`src/rtl/sum_branch_ctrl.sv`:
```
// sum_branch_ctrl: decode-stage branch resolution sequencer for a 5-stage MIPS
// pipeline. Accepts one branch at a time, collects its two operands as their
// hazards clear, evaluates the condition from a registered 33-bit
// sign-extended sum or an equality compare, and emits a one-cycle
// resolve/redirect pulse. Holds the front end stalled while busy.
//
// Optional feature: define BR_STAT_EN to add the stat_taken, stat_nottaken
// and stat_timeout saturating counters and their output ports.
module sum_branch_ctrl #(
  parameter int unsigned WAIT_LIMIT = 16,  // 1..255 cycles in WAIT before abort
  parameter int unsigned CNT_W      = 16   // statistics counter width
) (
  input  logic              clk,
  input  logic              reset_n,
  input  logic              br_valid,
  output logic              br_ready,
  input  logic [2:0]        br_op,
  input  logic [31:0]       br_target,
  input  logic [31:0]       rs_data,
  input  logic [31:0]       rt_data,
  input  logic              rs_ready,
  input  logic              rt_ready,
  input  logic              kill,
  output logic              stall,
  output logic              resolve_valid,
  output logic              taken,
  output logic [31:0]       redirect_pc,
  output logic              timeout
`ifdef BR_STAT_EN
  ,
  output logic [CNT_W-1:0]  stat_taken,
  output logic [CNT_W-1:0]  stat_nottaken,
  output logic [CNT_W-1:0]  stat_timeout
`endif
);

  // Controller states.
  localparam logic [1:0] ST_IDLE    = 2'd0;
  localparam logic [1:0] ST_WAIT    = 2'd1;
  localparam logic [1:0] ST_EVAL    = 2'd2;
  localparam logic [1:0] ST_RESOLVE = 2'd3;

  // Branch opcodes; 5..7 are reserved and never taken.
  localparam logic [2:0] OP_BEQ     = 3'd0;
  localparam logic [2:0] OP_BNE     = 3'd1;
  localparam logic [2:0] OP_BZSUM   = 3'd2;
  localparam logic [2:0] OP_BNZSUM  = 3'd3;
  localparam logic [2:0] OP_BLTZSUM = 3'd4;

  // Last legal value of the wait counter; reaching it with an operand still
  // missing aborts the branch.
  localparam logic [7:0] LIMIT_M1 = 8'(WAIT_LIMIT - 1);

  logic [1:0]  state_q;
  logic [1:0]  state_d;
  logic [2:0]  op_q;
  logic [31:0] target_q;
  logic [31:0] rs_q;
  logic [31:0] rt_q;
  logic        rs_cap_q;
  logic        rt_cap_q;
  logic [7:0]  wait_cnt_q;
  logic [32:0] sum_q;
  logic        eq_q;

  logic        accept;
  logic        rs_have;
  logic        rt_have;
  logic        wait_expire;
  logic        cond;

  // Handshake and per-cycle operand availability (captured earlier or arriving now).
  always_comb begin
    br_ready    = (state_q == ST_IDLE) && !kill;
    accept      = br_valid && br_ready;
    rs_have     = rs_cap_q || rs_ready;
    rt_have     = rt_cap_q || rt_ready;
    wait_expire = (state_q == ST_WAIT) && !(rs_have && rt_have)
                  && (wait_cnt_q == LIMIT_M1);
  end

  // Next-state selection; kill overrides everything and returns to IDLE.
  always_comb begin
    // NOTE: every variable written in a combinational block gets a default
    // first, so no path can leave it unassigned and infer a latch.
    state_d = state_q;
    if (kill) begin
      state_d = ST_IDLE;
    end else begin
      case (state_q)
        ST_IDLE: begin
          if (accept) state_d = (rs_ready && rt_ready) ? ST_EVAL : ST_WAIT;
        end
        ST_WAIT: begin
          if (rs_have && rt_have) state_d = ST_EVAL;
          else if (wait_expire)   state_d = ST_IDLE;
        end
        ST_EVAL:    state_d = ST_RESOLVE;
        ST_RESOLVE: state_d = ST_IDLE;
        default:    state_d = ST_IDLE;
      endcase
    end
  end

  // State register.
  always_ff @(posedge clk or negedge reset_n) begin
    // NOTE: sequential state is written with non-blocking assignments so that
    // every register samples the pre-edge values of the others.
    if (!reset_n) state_q <= ST_IDLE;
    else          state_q <= state_d;
  end

  // Wait counter: counts consecutive cycles spent in WAIT, cleared otherwise.
  always_ff @(posedge clk or negedge reset_n) begin
    if (!reset_n) begin
      wait_cnt_q <= '0;
    end else if ((state_q == ST_WAIT) && (state_d == ST_WAIT)) begin
      wait_cnt_q <= wait_cnt_q + 8'd1;
    end else begin
      wait_cnt_q <= '0;
    end
  end

  // Branch latch and independent operand capture with per-operand flags.
  always_ff @(posedge clk or negedge reset_n) begin
    // NOTE: the operand and target registers are reset too; they are few
    // flops and a known post-reset value keeps the datapath deterministic.
    if (!reset_n) begin
      op_q     <= '0;
      target_q <= '0;
      rs_q     <= '0;
      rt_q     <= '0;
      rs_cap_q <= 1'b0;
      rt_cap_q <= 1'b0;
    end else begin
      if (accept) begin
        op_q     <= br_op;
        target_q <= br_target;
      end
      if (kill) begin
        rs_cap_q <= 1'b0;
        rt_cap_q <= 1'b0;
      end else if (accept) begin
        rs_cap_q <= rs_ready;
        rt_cap_q <= rt_ready;
        if (rs_ready) rs_q <= rs_data;
        if (rt_ready) rt_q <= rt_data;
      end else if ((state_q == ST_WAIT) && !wait_expire) begin
        if (!rs_cap_q && rs_ready) begin
          rs_q     <= rs_data;
          rs_cap_q <= 1'b1;
        end
        if (!rt_cap_q && rt_ready) begin
          rt_q     <= rt_data;
          rt_cap_q <= 1'b1;
        end
      end else begin
        rs_cap_q <= 1'b0;
        rt_cap_q <= 1'b0;
      end
    end
  end

  // EVAL: register the 33-bit sign-extended sum (cannot wrap) and the equality.
  always_ff @(posedge clk or negedge reset_n) begin
    if (!reset_n) begin
      sum_q <= '0;
      eq_q  <= 1'b0;
    end else if (state_q == ST_EVAL) begin
      sum_q <= {rs_q[31], rs_q} + {rt_q[31], rt_q};
      eq_q  <= (rs_q == rt_q);
    end
  end

  // Branch condition from the registered evaluation results.
  always_comb begin
    cond = 1'b0;
    case (op_q)
      OP_BEQ:     cond = eq_q;
      OP_BNE:     cond = !eq_q;
      OP_BZSUM:   cond = (sum_q == 33'd0);
      OP_BNZSUM:  cond = (sum_q != 33'd0);
      OP_BLTZSUM: cond = sum_q[32];
      default:    cond = 1'b0;
    endcase
  end

  // Outputs: only RESOLVE drives the result, and kill gates it in the same cycle.
  always_comb begin
    stall         = (state_q != ST_IDLE);
    resolve_valid = (state_q == ST_RESOLVE) && !kill;
    taken         = resolve_valid && cond;
    redirect_pc   = resolve_valid ? target_q : 32'd0;
    timeout       = wait_expire && !kill;
  end

`ifdef BR_STAT_EN
  // Saturating statistics counters for resolved and timed-out branches.
  always_ff @(posedge clk or negedge reset_n) begin
    if (!reset_n) begin
      stat_taken    <= '0;
      stat_nottaken <= '0;
      stat_timeout  <= '0;
    end else begin
      if (resolve_valid && taken && (stat_taken != '1))
        stat_taken <= stat_taken + CNT_W'(1);
      if (resolve_valid && !taken && (stat_nottaken != '1))
        stat_nottaken <= stat_nottaken + CNT_W'(1);
      if (timeout && (stat_timeout != '1))
        stat_timeout <= stat_timeout + CNT_W'(1);
    end
  end
`endif

endmodule

```
`config.mk`:
```
export PLATFORM = sky130hd
export DESIGN_NAME = sum_branch_ctrl
export DESIGN_NICKNAME = d
export VERILOG_FILES = /design/src/rtl/sum_branch_ctrl.sv
export SDC_FILE = /design/constraint.sdc
export NUM_CORES = 1
export LEC_CHECK = 0
export BUFFER_PORTS_ARGS = -buffer_cell sky130_fd_sc_hd__buf_2
export CELL_PAD_IN_SITES_DETAIL_PLACEMENT = 1
export CELL_PAD_IN_SITES_GLOBAL_PLACEMENT = 2
export CORE_MARGIN = 5
export CORE_UTILIZATION = 38
export CTS_CLUSTER_DIAMETER = 40
export DETAILED_ROUTE_END_ITERATION = 16
export PLACE_DENSITY = 0.85
export SYNTH_ARGS = -nofsm -noshare
export SYNTH_HDL_FRONTEND = slang
export SYNTH_SLANG_ARGS = --single-unit
```
`constraint.sdc`:
```
create_clock -name clk -period 6.6 [get_ports clk]
set_input_delay 0.66 -clock clk [delete_from_list [all_inputs] [get_ports clk]]
set_output_delay 0.66 -clock clk [all_outputs]
set_load 0.01 [all_outputs]
```
; ---- After elaboration in Yosys (flattened, before gate mapping)
; Cells that the tools add are included.
[word_totals]
ram_bits = 0
inputBits = 105
mem_count = 0
mem_bits_ro = 0
ff_bits = 145
latch_bits = 0
wordCells = 83
output_inout_bits = 37
[classes]
div = 0
addsub = 2
eq_ne = 14
order_cmp = 0
multipliers = 0
n_reduce_logical = 31
n_mux = 25
bitwise = 1
n_shift = 0
[ops]
columns = operator, count
row1 = two-way mux 32 bit, 9
row2 = adder 32 x 32 -> 33 bit, 1
row3 = logical NOT 33 bit, 1
row4 = nonzero test 33 bit, 1
row5 = equality test 32 bit, 1
row6 = logical AND 1 bit, 13
row7 = two-way mux 2 bit, 5
row8 = adder 8 x 1 -> 8 bit (second input constant), 1
row9 = equality test 8 x 4 -> 1 bit (second input constant), 1
row10 = two-way mux 1 bit, 8
row11 = two-way mux 8 bit, 1
row12 = inequality test 4 x 3 -> 1 bit (second input constant), 2
row13 = one-hot mux 2 bit (4 select lines), 1
row14 = AND reduction 4 bit, 2
row15 = nonzero test 2 bit, 4
row16 = equality test 3 x 2 -> 1 bit (second input constant), 2
row17 = logical NOT 1 bit, 6
row18 = one-hot mux 1 bit (5 select lines), 1
row19 = equality test 2 x 1 -> 1 bit (second input constant), 2
row20 = equality test 2 bit (second input constant), 2
row21 = inequality test 2 bit (second input constant), 2
row22 = equality test 3 x 1 -> 1 bit (second input constant), 1
row23 = equality test 3 bit (second input constant), 1
row24 = logical NOT 3 bit, 1
row25 = other kinds (3), 4

; ---- Logic depth before layout (Yosys ltp)
; Gate-level depths: netlist (run 1).
[logic_depth]
word_depth = 12
mapped_depth = 9
depth_no_buf = 9

; ---- Worst setup path after synthesis (run 1)
; No wires, ideal clock.
[synth_path]
path_type = flip-flop to flip-flop
from = register rs_q[0]
to = register sum_q[30]
n_path_buf = 0
setup_time_ns = 0.069
slack_ns = 4.048
required_ns = 6.531
t_arrival_ns = 2.483
synth_period_minus_slack_ns = 2.552
path_stages_with_launch = 10
path_cell_list = dfrtp_1 -> ha_1 -> fa_1 -> a21o_1 -> a221o_1 -> nand2_2 -> a41oi_4 -> nor4b_4 -> or4_1 -> nand3_1
[synth_via]
elab_chain_len = 1
[synth_lines]
columns = item, line_no
row1 = from (decl), 58  ; logic [31:0] rs_q;
row2 = from (signal assigned), 146  ; if (rs_ready) rs_q <= rs_data;
row3 = from (signal assigned), 150  ; rs_q <= rs_data;
row4 = adder 32 x 32 -> 33 bit, 170  ; sum_q <= {rs_q[31], rs_q} + {rt_q[31], rt_q};
row5 = to (signal assigned), 170
row6 = to (decl), 63  ; logic [32:0] sum_q;
; Every way passes these cells.
; A chain may end at the register's enable or synchronous reset.

; ---- Worst setup path in the final report (run 1)
[layout_path]
from = register sum_q[25]
to = output port taken
[layout_via]
elab_chain_len = 3
word_cells_on_any_way = 4
classes_between = mux (1) / reduce/logical (3)
[layout_lines]
columns = item, line_no
row1 = nonzero test 33 bit or logical NOT 33 bit (tied branches), "182, 181"
row2 = one-hot mux 1 bit (5 select lines) *, 178  ; case (op_q)
row3 = logical AND 1 bit *, 192  ; taken = resolve_valid && cond;
row4 = to (decl), 26  ; output logic taken,
; Mark *: on every way between the ends. The rest lies on a longest branch, timed or not.

==> flow_summary_export.csv, run 1 <==
group,metric,value,unit
clock_network,clock_latency,0.42,ns
synth,synth.distinct_cells,62,
timing,grt_setup_unrepaired,"false",
power_and_ir_drop,powerDensity,413,nW/µm²
final_layout,area_growth,20.0,%
timing,fmax,325,MHz
grt,grt_start_max_net_pins,86,
clock_network,hold_buffers,0,
synth,synthArstFlopShare,100,%
placement,port_buffers,141,
synth,synth_area,7740,µm²
placement,dpl.hpwl,15000,µm
drt,vias_per_cell,5.13,
timing,setup_viol,0,
power_and_ir_drop,vdd_drop_max,0.184,mV
clock_network,cts-htree-levels,4,
clock_network,cts_buffers,17,
synth,synth_top_cell_by_area,"dfrtp_1",
worst_setup_path,reg2reg_depth,9,
final_layout,drive_gt1_share,27.5,%
floorplanning,row_count,52,
floorplanning,start_util,38.4,%
drt,finalWirelength,20600,µm
worst_setup_path,crit_arrival,2.42,ns
synth,ys.warnings.count,0,
grt,gr-usage-all-layers,18.2,%
worst_setup_path,path_max_fanout,2,
synth,syn_area_per_cell,9.79,µm²
synth,syn_inst,791,
worst_setup_path,start_kind,"register",
grt,grt_pass1_vias,6841,
final_layout,final_nets,1053,
synth,ys_seq_area_share,46.9,%
timing,fin_skew,0.00850,ns
final_layout,antenna_cells,0,
placement,dp_cells,1165,
synth,synth_top_area_share,46.9,%
clock_network,post-cts-setup-buffers,0,
worst_setup_path,worstSetupEndpointType,"output pin",
drt,wl_per_cell,17.2,µm
worst_setup_path,rr_endpoint,"sum_q[12]",
timing,min_period_over_period,46.6,%
timing,final_hold_viol_count,0,
clock_network,cts_num_sinks,145,
run_status,outcome,"finished, final reports clean",
timing,worst_slew_pin_slew,0.921,ns
synth,ys_top_cells_by_area,"dfrtp_1, mux2_2, nand2_1, ha_1, and2_1",
timing,fin_crit,3.08,ns
synth,ys_ff_latch,145,
flow_run,cap_violations,0,
clock_network,cts_tree,"done",
grt,antenna_found_initial,4,
timing,relSlewSlack,38.5,%
synth,synth_ff_type,"dfrtp_1",
worst_hold_path,hp-class,"input port to asynchronous set/reset pin",
power_and_ir_drop,leakage,4.55,nW
floorplanning,ios,142,
floorplanning,die_x,153,µm
synth,synth-edff-count,0,
grt,grt.overflow.total,0,
drt,drc,0,
placement,place_congestion,0.810,
clock_network,cts_resized,0,
clock_network,root_buffer,"clkbuf_16",
floorplanning,die_h,153,µm
worst_setup_path,required,5.94,ns
synth,syn_nets,930,
drt,drt_iter0_drc,207,
final_layout,stdcell_count,1197,
worst_setup_path,r2r_start,"rs_q[0]",
drt,first_pass_iters,4,
clock_network,clockBufferDepth,2,
timing,drv_slew,0,
floorplanning,die_area,23300,µm²
grt,grt_pass1_wl,35000,µm
clock_network,path_clk_slew,0.06,ns
timing,finalSetupTns,0,ns
worst_setup_path,rrSetupSlack,3.81,ns
drt,via_count,6137,
floorplanning,core_region_area,20200,µm²
drt,drt.antenna.violating_nets,0,
worst_setup_path,criticalPathCategory,"register to output pin",
[synthesized netlist by cell type, types with 15 or more instances]
master	n
o21ai_0	33
a21o_1	19
and2_1	36
a21oi_1	35
nand3_1	15
mux2_2	64
nand2_1	166
clkbuf_1	31
xor2_1	16
nor4_1	18
ha_1	33
nor2_1	40
dfrtp_1	145
[stage by stage]
step	hold slack (ns)	instance area (µm²)	total power, mW	setup WS [ns]	utilization (%)
after floorplan	0.364	7740	2.40	4.05	-
after detailed placement	0.454	8670	2.83	3.75	43.0
after CTS	0.325	9290	3.87	3.43	46.0
final	0.302	9290	3.83	3.52	46.0
after global placement	0.449	8670	2.80	3.79	43.0
after global routing	0.376	9290	4.12	3.26	46.0
[routing by layer]
| metal | vias to the layer above | wire length (µm) | global-route usage [%] |
|---|---|---|---|
| met5 | - | 40 | 0 |
| met4 | 8 | 313 | 5.60 |
| met3 | 29 | 1190 | 5.96 |
| met2 | 138 | 9820 | 29.9 |
| met1 | 2944 | 9220 | 22.9 |
| li1 | 3018 | - | - |
[logic make-up (layout without fill, tap and decap cells)]
family                     count (synthesis)  after routing  share of synthesized area, %
AOI/OAI and AO/OA                        143            143                          12.4
xor gates and xnor gates                  29             29                          3.28
adders and majority gates                 34             34                          5.59
buffers and inverters                     51            187                          2.63
DFF                                      145            145                          46.9
muxes                                     66             66                          9.57
and+or+nand+nor                          323            323                          19.6
[report_power, final]
| group | internal (mW) | switching [mW] | leakage (nW) |
|---|---|---|---|
| clock | 0.610 | 0.402 | 0.290 |
| sequential | 1.15 | 0.158 | 1.78 |
| combinational | 0.637 | 0.879 | 2.47 |
| total | 2.40 | 1.44 | 4.55 |
[worst max path at each step]
stage / from / endpoint / slack (ns)
after floorplan: rs_q[0] / sum_q[30] / 4.05
after global placement: kill / rt_q[11] / 3.79
after detailed placement: kill / rs_q[8] / 3.75
after CTS: sum_q[25] / taken / 3.43
after global routing: sum_q[4] / taken / 3.26
final: sum_q[25] / taken / 3.52
[cell usage in the layout, fill, tap and decap left out, types with 5 or more instances in the layout]
master / count
inv_1: 9
mux2_2: 64
a31oi_1: 7
and2_1: 36
o21a_1: 9
nor4_1: 18
o21ai_0: 33
clkbuf_16: 17
nand4_1: 10
xor2_1: 16
a211oi_1: 5
o211ai_1: 5
xnor2_1: 13
buf_4: 5
nand2_1: 166
nor2_1: 40
nor3_1: 5
ha_1: 33
nand3_1: 13
dfrtp_1: 145
a21o_1: 19
and3_1: 12
buf_2: 140
a21oi_1: 35
[final cells by class]
type                            count  area, µm²
Fill cell                        2376      10900
Multi-Input combinational cell    595       3920
Sequential cell                   145       3630
Timing Repair Buffer              146        749
Clock buffer                       18        439
Tap cell                          270        338
Clock inverter                     14        178
Inverter                            9       33.8
[registers in the layout, indices dropped and copies added, names as in the netlist]
signal	cells
wait_cnt_q	8
op_q	3
state_q	2
target_q	32
sum_q	33
rs_cap_q	1
rt_cap_q	1
rs_q	32
eq_q	1
rt_q	32
[worst max-delay path, stage by stage (launching register included)]
cell and delay [ns]:
dfrtp_1 0.41, nor4_1 0.31, nand2_1 0.09, nor4_1 0.36, a31oi_1 0.22, xor2_1 0.18, o21ai_0 0.14, and2_1 0.13
buf_2 0.14
No activity file was read; power rests on OpenSTA's default activity.
==> run 2: changes to the inputs <==
- CORE_UTILIZATION: 38 -> 35
- PLACE_DENSITY: 0.85 -> 0.79
- clock period: 6.6 -> 3.1 ns (I/O delays scaled with it)
==> flow_summary_export.csv, run 2 (same netlist as run 1, synthesis figures left out) <==
group,metric,value,unit
run_status,outcome,"finished, final reports clean",
power_and_ir_drop,clkPwrFrac,25.1,%
final_layout,final_cell_mix,"nand2_1, dfrtp_1, buf_2",
drt,drt.antenna.violating_nets,0,
final_layout,area_growth,21.4,%
floorplanning,ios,142,
clock_network,clockBufferDepth,2,
timing,final_hold_viol_count,0,
timing,min_period_over_period,90.6,%
worst_setup_path,rr_endpoint,"sum_q[30]",
timing,fmax,356,MHz
clock_network,cts_num_sinks,145,
power_and_ir_drop,p_seq_share,34.2,%
drt,vias_per_cell,5.10,
flow_run,cap_violations,0,
worst_hold_path,hold_start,"br_target[18]",
placement,dpl.hpwl,15900,µm
placement,port_buffers,141,
grt,gr-usage-all-layers,17.2,%
drt,finalWirelength,21500,µm
grt,grt_start_max_net_pins,69,
timing,setup_viol,0,
clock_network,root_buffer,"clkbuf_16",
timing,finalSetupTns,0,ns
drt,drc,0,
drt,wl_per_cell,17.6,µm
grt,grt.overflow.total,0,
power_and_ir_drop,leakage,4.61,nW
final_layout,largest_reg_flops,33,
floorplanning,die_area,25200,µm²
final_layout,antenna_cells,0,
power_and_ir_drop,p_switching,3.18,mW
grt,antenna_found_initial,6,
worst_hold_path,hp-class,"input port to register",
placement,place_congestion,0.771,
clock_network,path_clk_slew,0.07,ns
grt,grt_pass1_vias,6929,
final_layout,nFillCells,2510,
timing,drv_slew,0,
floorplanning,row_count,54,
timing,grt_setup_unrepaired,"false",
clock_network,cts_tree,"done",
worst_setup_path,endpoint,"sum_q[30]",
worst_setup_path,start_kind,"register",
power_and_ir_drop,p_comb_share,40.7,%
timing,worst_slew_pin_slew,0.675,ns
worst_setup_path,rrSetupSlack,0.29,ns
worst_setup_path,criticalPathCategory,"register to register",
final_layout,multi_input_comb_area,3930,µm²
placement,dpl_cell_area,8800,µm²
worst_setup_path,crit_arrival,3.17,ns
clock_network,clock_latency,0.43,ns
power_and_ir_drop,vdd_drop_max,0.302,mV
floorplanning,core_region_area,21800,µm²
power_and_ir_drop,switching_share,39.2,%
clock_network,cts_buffers,17,
timing,relSlewSlack,55.0,%
drt,first_pass_iters,4,
drt,via_count,6215,
final_layout,final_common_cell,"nand2_1",
grt,grt_pass1_wl,35900,µm
power_and_ir_drop,p_int,4.93,mW
timing,fin_crit,2.81,ns
timing,fin_skew,0.0128,ns
final_layout,final_area,9400,µm²
drt,drt_iter0_drc,216,
final_layout,drive_gt1_share,28.4,%
worst_setup_path,required,3.46,ns
final_layout,final_nets,1065,
clock_network,post-cts-setup-buffers,0,
floorplanning,die_h,159,µm
power_and_ir_drop,powerDensity,863,nW/µm²
worst_setup_path,reg2reg_depth,9,
worst_setup_path,startpoint,"rs_q[0]",
final_layout,regMostFlops,"sum_q",
worst_setup_path,worstSetupEndpointType,"register",
worst_setup_path,path_max_fanout,7,
clock_network,cts-htree-levels,4,
final_layout,ff_latch_area,3630,µm²
worst_setup_path,r2r_start,"rs_q[0]",
floorplanning,start_util,35.5,%
floorplanning,die_x,159,µm
==> run 2: changes by cell type in the layout (fill, tap and decap cells not counted), sizes merged <==
cell / change
dlygate4sd3: +1
bufinv: -3
inv: +7
buf: +11
clkinv: -1
clkinvlp: -3
==> run 2: routing by layer <==
metal | track usage, % | part of all wire (%) | vias to the layer above
met5 | 0 | 0.27 | -
li1 | - | - | 3033
met1 | 21.3 | 44 | 3016
met3 | 6.30 | 6.4 | 28
met2 | 28.7 | 48 | 126
met4 | 4.11 | 1.0 | 12
==> run 2: metrics by stage <==
step | instances | hold WS, ns | worst slack (ns) | power (mW) | utilization, %
after detailed placement | 1186 | 0.375 | 0.299 | 6.12 | 40.3
final | 1219 | 0.0673 | 0.293 | 8.11 | 43.1
after floorplan | 791 | 0.0144 | 0.548 | 5.12 | -
after global routing | 1219 | 0.0495 | 0.0469 | 8.71 | 43.1
after global placement | 1186 | 0.367 | 0.361 | 6.03 | 40.3
after CTS | 1219 | 0.0458 | 0.148 | 8.22 | 43.0
==> run 2: cell type report <==
class	instances	area share (%)
clock buffer	18	4.67
clock inverter	14	1.45
inverter	9	0.360
multi-input combinational	595	41.8
sequential	145	38.6
tap	280	3.73
timing repair buffer	158	9.36
==> run 2: worst min path at each step <==
stage	endpoint	cells past startpoint
6_report	target_q[18]	3
5_1_grt	target_q[20]	3
4_1_cts	target_q[30]	3
3_5_place_dp	wait_cnt_q[0]	1
3_3_place_gp	wait_cnt_q[1]	1
2_1_floorplan	eq_q	0
==> run 2: timing repair <==
action | in CTS | in global routing
hold buffers | 1 | 0
hold endpoints to repair | 66 | 0
setup endpoints to repair | 0 | 1
gates resized for setup | 0 | 1
==> run 2: power groups by stage <==
stage	Sequential [mW]	Clock [mW]	Combinational (mW)
finish	2.78	2.04	3.30
global route	2.85	2.18	3.68
floorplan	2.69	0	2.43
global placement	2.79	0	3.25
CTS	2.79	2.10	3.34
detailed placement	2.81	0	3.31
==> run 2: critical path: stages, from the launching register on <==
cell and delay [ns]:
dfrtp_1 0.38, ha_1 0.25, fa_1 0.43, a21o_1 0.22, a221o_1 0.37, nand2_2 0.13, a41oi_4 0.19, nor4b_4 0.19
or4_1 0.50, nand3_1 0.08
==> run 3: changes to the inputs <==
- ABC_AREA: unset -> 1
- CORE_UTILIZATION: 35 -> 32
- PLACE_DENSITY: 0.79 -> 0.8
==> flow_summary_export.csv, run 3 <==
group,metric,value,unit
run_status,outcome,"finished, final reports clean",
drt,drt.antenna.violating_nets,0,
worst_setup_path,criticalPathCategory,"register to output pin",
synth,synthTopCellsByCount,"nand2_1, inv_1, dfrtp_1",
floorplanning,row_count,59,
clock_network,cts_num_sinks,145,
floorplanning,ios,142,
final_layout,final_cell_mix,"nand2_1, inv_1, dfrtp_1",
synth,synthArstFlopShare,100,%
floorplanning,core_region_area,26000,µm²
grt,grt_util_met3,4.89,%
floorplanning,start_util,32.4,%
timing,fin_crit,2.35,ns
floorplanning,die_area,29700,µm²
floorplanning,die_h,172,µm
clock_network,clockBufferDepth,2,
drt,via_count,7954,
final_layout,final_util,38.8,%
clock_network,cts_buffers,17,
synth,syn_area_per_cell,7.01,µm²
clock_network,hold_buffers,1,
synth,synth_ff_type,"dfrtp_1",
grt,grt_pass1_vias,8331,
placement,dpl.hpwl,20800,µm
synth,post-synth-top-count-cell,"nand2_1",
power_and_ir_drop,leakage,5.74,nW
timing,drv_slew,0,
worst_setup_path,crit_family,"simple AND/OR/NAND/NOR gates",
final_layout,final_nets,1477,
clock_network,post-cts-setup-buffers,0,
worst_setup_path,worstSetupEndpointType,"output pin",
worst_setup_path,path_max_fanout,2,
synth,ys.warnings.count,0,
synth,synth_area,8430,µm²
clock_network,clock_latency,0.43,ns
grt,busiest_layer,"met2",
final_layout,stdcell_count,1686,
final_layout,antenna_cells,0,
final_layout,final_area,10100,µm²
power_and_ir_drop,vdd_drop_max,0.293,mV
grt,grt_pass1_wl,43600,µm
final_layout,final_common_cell,"nand2_1",
synth,synth_top_area_share,43.1,%
final_layout,drive_gt1_share,15.0,%
placement,pre_cts_slack,0.904,ns
timing,min_period_over_period,75.7,%
worst_hold_path,hp-class,"input port to register",
worst_setup_path,critPathMaxStageDelay,0.37,ns
grt,gr-usage-all-layers,18.6,%
worst_setup_path,critPathMostFrequentCell,"nand2_1",
timing,fin_skew,0.0145,ns
worst_setup_path,required,2.79,ns
drt,wl_per_cell,15.9,µm
clock_network,cts_tree,"done",
synth,ys_top_cells_by_area,"dfrtp_1, nand2_1, inv_1, nand3_1, ha_1",
clock_network,cts-htree-levels,4,
timing,finalSetupTns,0,ns
floorplanning,die_x,172,µm
grt,globalRouteMet2Util,29.9,%
synth,ys_ff_latch,145,
flow_run,cap_violations,0,
final_layout,regMostFlops,"sum_q",
timing,final_hold_viol_count,0,
timing,relSlewSlack,46.7,%
power_and_ir_drop,powerDensity,1030,nW/µm²
timing,fmax,426,MHz
clock_network,root_buffer,"clkbuf_16",
final_layout,multi_input_comb_area,4050,µm²
timing,worst_slew_pin_slew,0.800,ns
worst_setup_path,start_kind,"register",
grt,use_met1,25.3,%
grt,antenna_found_initial,6,
placement,place_congestion,0.806,
synth,syn_nets,1341,
synth,synth.distinct_cells,34,
worst_setup_path,path_buf_inv,1,
clock_network,path_clk_slew,0.07,ns
drt,drt_iter0_drc,388,
worst_setup_path,path_cells,"or2_2, nor2_1, nand3_1, nor2_1, nand2_1, nand2_1, nand2_1, a21oi_1, buf_2",
drt,vias_per_cell,4.72,
synth,ys_seq_area_share,43.1,%
synth,synth_top_cell_by_area,"dfrtp_1",
timing,holdWs,0.0690,ns
placement,dpl_cell_area,9480,µm²
drt,drc,0,
synth,syn_inst,1202,
timing,setup_viol,0,
drt,finalWirelength,26900,µm
final_layout,area_growth,19.7,%
clock_network,cts_resized,0,
final_layout,nFillCells,3385,
timing,worst_slack,0.752,ns
final_layout,largest_reg_flops,33,
placement,port_buffers,141,
grt,grt_start_max_net_pins,69,
grt,grt.overflow.total,0,
power_and_ir_drop,p_total,10.4,mW
worst_setup_path,crit_arrival,2.04,ns
final_layout,ff_latch_area,3630,µm²
drt,first_pass_iters,4,
timing,grt_setup_unrepaired,"false",
worst_setup_path,slowest_stage,"dfrtp_1",
synth,synth-edff-count,0,
placement,dp_cells,1653,
## run 3: cell types whose count changed in the layout (fill, tap and decap cells not counted), moves of 8 or more
cell,previous run,this run
nand2_1,166,473
a21o_1,19,2
o21ai_0,33,46
inv_1,9,154
mux2_2,64,0
a21oi_1,35,25
nand3_1,13,105
and2_1,36,1
and3_1,12,2
o21a_1,9,0
nand3b_1,0,8
nor3_1,5,13
xor2_1,16,5
nor2_1,40,97
## run 3: power breakdown
group	total, mW	switching, mW	internal (mW)
sequential	3.15	0.482	2.67
combinational	5.16	3.39	1.77
clock	2.10	0.991	1.11
total	10.4	4.86	5.54
## run 3: cell type report
cell class,instances,share of cell area (%)
clock inverters,14,1.55
inverters,158,5.88
clock buffers,18,4.35
multi-input cells,865,40.2
well taps,335,4.15
repair buffers,151,7.95
flip-flops and latches,145,36.0
## run 3: path summary, 6_finish.rpt
check	startpoint	cells after the start	end	slack, ns
worst max-delay path	sum_q[20]	9	taken	0.75
worst min register to register	sum_q[18]	2	sum_q[18]	0.48
min in group asynchronous	reset_n	2	sum_q[9]	0.44
worst max register to register	rs_q[0]	12	sum_q[22]	0.90
worst min-delay path	rt_data[26]	3	rt_q[26]	0.07
max in group asynchronous	reset_n	3	rt_q[25]	1.86
## run 3: kinds of logic (layout without fill, tap and decap cells)
kind of cell | count (synthesis) | count (layout) | share of synthesized area [%]
AND/OR/NAND/NOR | 728 | 728 | 35.7
buffers and inverters | 192 | 341 | 8.91
flip-flops | 145 | 145 | 43.1
AO/OA/AOI/OAI | 84 | 84 | 5.23
adder cells (fa/ha/maj) | 34 | 34 | 5.14
XOR/XNOR | 19 | 19 | 1.97
## run 3: per-layer routing
layer  vias to the layer above  share of wire [%]  wire (µm)
met3                        36                4.5       1220
met2                       135                 46      12200
met1                      3759                 48      13000
li1                       4012                  -          -
met5                         -               0.30         80
met4                        12                1.3        360
## run 3: worst reg2reg max path, delay by kind of cell (launching register included)
family        cells  cell delay (ns)
fa+ha+maj         2             0.64
simple gates     10             1.03
flops             1             0.41
